[src/rtl/encdec_pkg.sv]
// Shared types and constants for the 4-line encoder/decoder family.
// N request lines map to W-bit binary codes; only N=4, W=2 is supported.
package encdec_pkg;

    localparam int N = 4;
    localparam int W = 2;

    typedef logic [N-1:0] req_t;
    typedef logic [W-1:0] code_t;

    // One-hot expansion of a code, e.g. 2 -> 4'b0100.
    function automatic req_t code_to_onehot(input code_t c);
        req_t oh;
        oh    = '0;
        oh[c] = 1'b1;
        return oh;
    endfunction

endpackage : encdec_pkg

[src/rtl/encode_4to2_seq_prio_sel4.sv]
// prio_sel4: combinational 4-way priority selector.
// Returns the first set bit of pending, searching upward from base and
// wrapping 3 -> 0. With base=0 this is plain lowest-index-wins priority.
module prio_sel4
    import encdec_pkg::*;
(
    input  logic [N-1:0] pending,
    input  logic [W-1:0] base,
    output logic [W-1:0] sel_code,
    output logic [N-1:0] sel_onehot,
    output logic         sel_any
);

    logic  found;
    code_t idx;

    // Walk the four positions starting at base; first hit wins.
    always_comb begin
        sel_code = '0;
        found    = 1'b0;
        idx      = '0;
        for (int i = 0; i < N; i++) begin
            idx = base + code_t'(i);
            if (!found && pending[idx]) begin
                sel_code = idx;
                found    = 1'b1;
            end
        end
        sel_any    = |pending;
        sel_onehot = sel_any ? code_to_onehot(sel_code) : '0;
    end

endmodule : prio_sel4

[src/rtl/encode_4to2_seq.sv]
// encode_4to2_seq: sequential 4-to-2 encoder.
// Request pulses are merged into a pending register and drained one at a
// time as a 2-bit code over a valid/ready handshake.
// Optional build macro ENCODE_ROUND_ROBIN_EN: round-robin selection with a
// pointer holding last_served+1; when undefined, lowest index wins and no
// pointer register exists.
module encode_4to2_seq
    import encdec_pkg::*;
(
    input  logic         clk,
    input  logic         reset,
    input  logic         enable,
    input  logic [N-1:0] req,
    output logic [W-1:0] code,
    output logic         valid,
    input  logic         ready,
    output logic [N-1:0] pending,
    output logic         overflow
);

    req_t  pending_q, pending_d;
    code_t code_q, code_d;
    logic  valid_q, valid_d;
    logic  overflow_q, overflow_d;

    req_t  req_gated;
    req_t  clr;
    logic  load;

    code_t base;
    code_t sel_code;
    req_t  sel_onehot;
    logic  sel_any;

`ifdef ENCODE_ROUND_ROBIN_EN
    code_t ptr_q, ptr_d;

    assign base = ptr_q;

    // Pointer advances past whatever was just loaded into the output stage.
    always_comb begin
        ptr_d = ptr_q;
        if (load) begin
            ptr_d = sel_code + code_t'(1);
        end
    end

    // Pointer register.
    always_ff @(posedge clk) begin
        if (reset) begin
            ptr_q <= '0;
        end else begin
            ptr_q <= ptr_d;
        end
    end
`else
    assign base = '0;
`endif

    prio_sel4 u_sel (
        .pending    (pending_q),
        .base       (base),
        .sel_code   (sel_code),
        .sel_onehot (sel_onehot),
        .sel_any    (sel_any)
    );

    // Next-state: capture, overflow detection and output-stage load.
    always_comb begin
        req_gated = enable ? req : '0;
        load      = (!valid_q || ready) && sel_any;
        clr       = load ? sel_onehot : '0;

        // Set is ORed in after the clear, so a same-cycle re-request survives.
        pending_d  = (pending_q & ~clr) | req_gated;
        overflow_d = overflow_q | (|(req_gated & pending_q & ~clr));

        code_d  = code_q;
        valid_d = valid_q;
        if (load) begin
            code_d  = sel_code;
            valid_d = 1'b1;
        end else if (ready) begin
            // Output accepted (or idle) and nothing left to present.
            valid_d = 1'b0;
        end
    end

    // State registers.
    always_ff @(posedge clk) begin
        if (reset) begin
            pending_q  <= '0;
            code_q     <= '0;
            valid_q    <= 1'b0;
            overflow_q <= 1'b0;
        end else begin
            pending_q  <= pending_d;
            code_q     <= code_d;
            valid_q    <= valid_d;
            overflow_q <= overflow_d;
        end
    end

    assign code     = code_q;
    assign valid    = valid_q;
    assign pending  = pending_q;
    assign overflow = overflow_q;

endmodule : encode_4to2_seq

[config.mk]
export PLATFORM = sky130hd
export DESIGN_NAME = encode_4to2_seq
export DESIGN_NICKNAME = d
export VERILOG_FILES = /design/src/rtl/encdec_pkg.sv /design/src/rtl/encode_4to2_seq_prio_sel4.sv /design/src/rtl/encode_4to2_seq.sv
export SDC_FILE = /design/constraint.sdc
export NUM_CORES = 1
export LEC_CHECK = 0
export CAP_MARGIN = 20
export CORE_AREA = 2 2 39 41
export CTS_CLUSTER_SIZE = 10
export DETAILED_ROUTE_END_ITERATION = 8
export DIE_AREA = 0 0 41 43
export SLEW_MARGIN = 10
export SYNTH_ARGS = -nofsm -noshare
export SYNTH_HDL_FRONTEND = slang
export SYNTH_SLANG_ARGS = --single-unit
export TNS_END_PERCENT = 20
[constraint.sdc]
create_clock -name clk -period 1.5 [get_ports clk]
set_clock_uncertainty 0.15 [all_clocks]
set_input_delay 0.3 -clock clk [delete_from_list [all_inputs] [get_ports clk]]
set_output_delay 0.3 -clock clk [all_outputs]
set_load 0.02 [all_outputs]
==> results.json, run 1 <==
{
  "outcome": "finished clean",
  "cp_cell_sequence": "dlygate4sd2_1",
  "grt_overflow": 0,
  "root_buffer": "clkbuf_4",
  "maxCapViolations": 0,
  "cellLeakagePower_nw": 0.270,
  "portBuffers": 15,
  "cts_hold_buf": 0,
  "synth_area_um2": 360,
  "fin_nets": 74,
  "ys_seq_area_share_pct": 44.4,
  "vdd_drop_max_mv": 0.340,
  "rows": 14,
  "final_cell_mix": "12 x nor2_1, 8 x dfxtp_1, 8 x dlygate4sd2_1",
  "place_ws_ps": -161,
  "grt_pass1_wl_mm": 1.59,
  "fin_crit_ps": 1420,
  "antenna_found_initial": 0,
  "syn_to_final_growth_pct": 62.5,
  "insertedDiodeCount": 0,
  "seqCellArea_um2": 160,
  "yosysTopAreaCell": "dfxtp_1",
  "fill_cells": 146,
  "max_freq_ghz": 0.706,
  "crit_required_ps": 1050,
  "first_global_vias": 375,
  "layout_commonest_cell": "nor2_1",
  "die_x_um": 41,
  "crit_fanout": 3,
  "viasPerCell": 4.90,
  "grt_use_met3_pct": 5.24,
  "worstSetupPathType": "flip-flop to output pin",
  "tns_ps": 0,
  "busiest_layer": "met2",
  "dieArea_mm2": 0.00176,
  "hold_viol_final": 0,
  "cts_tree": "done",
  "use_met2_pct": 19.7,
  "drtAntennaViolNets": 0,
  "firstDrtPassIters": 4,
  "setup_slack_ps": 82.6,
  "finalSetupViolCount": 0,
  "power_mw": 0.535,
  "multiInputGateArea_um2": 181,
  "synthTopCellsByArea": "dfxtp_1 44%, nor2_1 13%, a21oi_1 4.2%",
  "maxSlewViolCount": 0,
  "synth_area_per_cell_um2": 8.58,
  "cpLargestDelayFamily": "flip-flops",
  "clk_pin_slew_ps": 60,
  "worst_slew_pin_slew_ps": 320,
  "start_util_pct": 26.0,
  "ys_types": 18,
  "grt_util_met1_pct": 16.1,
  "instances_no_fill": 80,
  "coreArea_mm2": 0.00138,
  "cp-end-kind": "output pin",
  "min_period_over_period_pct": 94.5,
  "yosysTopAreaCellShare_pct": 44.4,
  "grt_max_degree": 9,
  "gp_congestion": 0.736,
  "worst_setup_path_start_kind": "flip-flop",
  "placedCellCount": 77,
  "htree_levels": 1,
  "rsz0062_at_grt": "no",
  "max_stage_delay_ps": 360,
  "arrival_ps": 970,
  "clk_latency_ps": 260,
  "relSlewSlack_pct": 78.6,
  "grt_usage_pct": 13.9,
  "synth-seq-cells": 8,
  "yosysWarnings": 0,
  "min_path_type": "flip-flop to flip-flop",
  "route.detailed.drc": 0,
  "num_vias": 392,
  "routed_wl_um": 929,
  "drive_gt1_share_pct": 18.8,
  "pwr_density_cell_mw_per_mm2": 913,
  "crit_buf_inv": 1,
  "r2r_slack_ps": 170,
  "clkSinkCount": 8,
  "synthCells": 42,
  "ioPinCount": 16,
  "synthesis.nets": 50,
  "die_h_um": 43,
  "cts_inserted_buffers": 3,
  "clk_path_buf_depth": 2,
  "critical-path-slowest-cell": "dfxtp_1",
  "drt_iter0_drc": 23,
  "wire_per_inst_um": 11.6,
  "dp_hpwl_um": 697
}
## Yosys cell counts
| cell | number |
|---|---|
| nand2b_4 | 1 |
| o22ai_1 | 1 |
| dfxtp_1 | 8 |
| nor2_1 | 12 |
| a311oi_1 | 1 |
| o211ai_2 | 1 |
| buf_1 | 1 |
| buf_6 | 1 |
| a31oi_1 | 1 |
| o21ai_0 | 2 |
| a22oi_1 | 2 |
| nand2_1 | 2 |
| a41o_1 | 1 |
| inv_1 | 1 |
| nor2b_4 | 1 |
| nor3_1 | 2 |
| a21oi_1 | 3 |
| o211ai_1 | 1 |
## logic make-up (layout without fill, tap and decap cells)
family | Yosys count | count (layout) | share of synthesized area, %
AND/OR/NAND/NOR | 18 | 18 | 25.0
buffers and inverters | 3 | 25 | 5.21
flip-flops | 8 | 8 | 44.4
AO/OA/AOI/OAI | 13 | 13 | 25.3
## layer usage
metal / wire, um / vias up
met5: 0 / -
met4: 12 / 0
met3: 73 / 2
met2: 441 / 17
met1: 402 / 179
li1: - / 194
## flip-flops by register name (all words and copies together), names as in the netlist
register	cells
valid	1
overflow	1
code	2
pending	4
## worst register-to-register path, cell delays in order (launching register included)
cell      delay (ps)
dfxtp_1          310
buf_4            140
nor2_1           220
nand2b_4         100
a31oi_1          190
a311oi_1         110
## path summary, 6_finish.rpt
path | startpoint | to | cells after the start
setup / recovery | overflow | overflow | 1
hold / removal | code[1] | code[1] | 2
setup reg to reg | pending[1] | overflow | 5
hold reg to reg | code[1] | code[1] | 2
## repair_timing
action                     4_1_cts  5_1_grt
setup endpoints to repair        8        0
gates resized for setup          8        0
setup buffers                    0        0
## per-stage QoR
stage / utilization, % / cell area, um^2 / hold WS (ps)
4_1_cts: 42.3 / 586 / 347
6_report: 42.3 / 586 / 343
3_5_place_dp: 41.4 / 573 / 340
2_1_floorplan: - / 360 / 286
5_1_grt: 42.3 / 586 / 362
3_3_place_gp: 41.4 / 573 / 328
## cell type report
cell class | instances | share of cell area [%]
Timing Repair Buffer | 21 | 33.8
Multi-Input combinational cell | 31 | 31.0
Sequential cell | 8 | 27.4
Clock buffer | 3 | 3.85
Tap cell | 16 | 3.42
Inverter | 1 | 0.641
## where the power goes
group	internal (mW)	total, mW	leakage (nW)	switching, mW
Clock	0.0919	0.170	0.0138	0.0783
Sequential	0.227	0.233	0.0658	0.00665
Combinational	0.0661	0.131	0.190	0.0653
Total	0.385	0.535	0.270	0.150
Power figures use the tool's default switching activity.
==> inputs of run 2 (changes only) <==
--- a/config.mk
+++ b/config.mk
@@ -10,6 +10,8 @@
 export CTS_CLUSTER_SIZE = 10
 export DETAILED_ROUTE_END_ITERATION = 8
 export DIE_AREA = 0 0 41 43
+export RECOVER_POWER = 100
+export SKIP_CTS_REPAIR_TIMING = 1
 export SLEW_MARGIN = 10
 export SYNTH_ARGS = -nofsm -noshare
 export SYNTH_HDL_FRONTEND = slang
==> results.json, run 2 (synthesized netlist as in run 1, its figures left out) <==
{
  "min_path_type": "flip-flop to flip-flop",
  "root_buffer": "clkbuf_4",
  "r2r_start": "pending[1]",
  "worst_setup_path_start_kind": "input pin",
  "largest_register_ffs": 4,
  "min_period_over_period_pct": 94.0,
  "worstSetupPathType": "input pin to flip-flop",
  "power_mw": 0.527,
  "fin_crit_ps": 1410,
  "route.detailed.drc": 0,
  "rows": 14,
  "placed_cell_area_um2": 573,
  "worstHoldStart": "code[1]",
  "die_h_um": 43,
  "cellLeakagePower_nw": 0.216,
  "grt_max_degree": 9,
  "design_area_um2": 542,
  "clk_pin_slew_ps": 60,
  "cp_cell_sequence": "clkdlybuf4s50_1 -> nor2b_4 -> nand2b_4 -> o211ai_2 -> a311oi_1",
  "r2r_slack_ps": 160,
  "syn_to_final_growth_pct": 50.3,
  "hold_viol_final": 0,
  "maxSlewViolCount": 0,
  "pwr_density_cell_mw_per_mm2": 972,
  "outcome": "finished clean",
  "arrival_ps": 1430,
  "rr_worst_depth": 5,
  "start_util_pct": 26.0,
  "drive_gt1_share_pct": 17.2,
  "hold_path_depth": 2,
  "crit_fanout": 5,
  "worst_slew_pin_slew_ps": 316,
  "portBuffers": 15,
  "grt_overflow": 0,
  "gp_congestion": 0.736,
  "relSlewSlack_pct": 78.9,
  "htree_levels": 1,
  "dp_hpwl_um": 697,
  "vdd_drop_max_mv": 0.348,
  "first_global_vias": 373,
  "dieArea_mm2": 0.00176,
  "clk_latency_ps": 260,
  "num_vias": 396,
  "rsz0062_at_grt": "no",
  "final_cell_mix": "12 x nor2_1, 9 x clkbuf_1, 8 x dfxtp_1",
  "fin_nets": 74,
  "ioPinCount": 16,
  "viasPerCell": 4.95,
  "antenna_found_initial": 0,
  "die_x_um": 41,
  "r2r_end": "overflow",
  "firstDrtPassIters": 4,
  "maxCapViolations": 0,
  "wire_per_inst_um": 11.9,
  "grt_usage_pct": 13.8,
  "layout_commonest_cell": "nor2_1",
  "routed_wl_um": 948,
  "cts_inserted_buffers": 3,
  "drtAntennaViolNets": 0,
  "max_freq_ghz": 0.709,
  "insertedDiodeCount": 0,
  "finalSetupViolCount": 0,
  "critical-path-slowest-cell": "clkdlybuf4s50_1",
  "fill_cells": 156,
  "cp-end-kind": "flip-flop",
  "grt_pass1_wl_mm": 1.57,
  "crit_required_ps": 1520,
  "hold_ws_ps": 346,
  "coreArea_mm2": 0.00138,
  "clk_path_buf_depth": 2,
  "tns_ps": 0,
  "cts_tree": "done",
  "max_stage_delay_ps": 440,
  "holdPathEnd": "code[1]",
  "drt_iter0_drc": 15,
  "clkSinkCount": 8
}
run 2: cell count changes in the layout (fill, tap and decap cells not counted):
cell / delta
buf_4: -1
clkbuf_1: +9
dlygate4sd2_1: -8
run 2: worst max path at each step:
stage / depth (start not counted) / slack [ps] / end / start
finish: 5 / 90 / overflow / ready
global route: 5 / 8 / overflow / ready
CTS: 1 / -200 / overflow / overflow
detailed placement: 5 / -160 / overflow / ready
global placement: 5 / -130 / overflow / ready
floorplan: 5 / 100 / overflow / valid
run 2: power breakdown:
group / switching [mW] / internal (mW) / total [mW]
Sequential: 0.00715 / 0.227 / 0.234
Clock: 0.0776 / 0.0919 / 0.169
Combinational: 0.0658 / 0.0578 / 0.124
run 2: layout make-up:
type	instances	area, um^2	area share, %
repair buffers	21	154	28.4
flip-flops and latches	8	160	29.6
clock buffers	3	22.5	4.16
multi-input cells	31	181	33.5
well taps	16	20.0	3.70
inverters	1	3.75	0.693
run 2: worst max-delay path, delay by kind of cell:
family                 cells  cell delay, ps
and+or+nand+nor            2             340
buffers and inverters      1             440
AOI/OAI and AO/OA          2             350
run 2: layer usage:
metal | part of all wire, % | GRT usage (%)
met5 | 0 | 0
met4 | 0 | 10.0
met3 | 10 | 5.24
met2 | 48 | 19.4
met1 | 42 | 16.1
run 2: stage by stage:
stage                     setup WS (ps)  utilization, %  cells
after CTS                          -202            43.0     80
final                              90.0            39.2     80
after global routing               8.47            39.2     80
after detailed placement           -161            41.4     77
after floorplan                     104               -     42
after global placement             -125            41.4     77
==> inputs of run 3 (changes only) <==
--- a/config.mk
+++ b/config.mk
@@ -12,7 +12,7 @@
 export DIE_AREA = 0 0 41 43
 export RECOVER_POWER = 100
 export SKIP_CTS_REPAIR_TIMING = 1
-export SLEW_MARGIN = 10
+export SLEW_MARGIN = 25
 export SYNTH_ARGS = -nofsm -noshare
 export SYNTH_HDL_FRONTEND = slang
 export SYNTH_SLANG_ARGS = --single-unit
==> results of run 3 <==
Same layout as run 2: the final DEF is identical, and so are final timing and power.
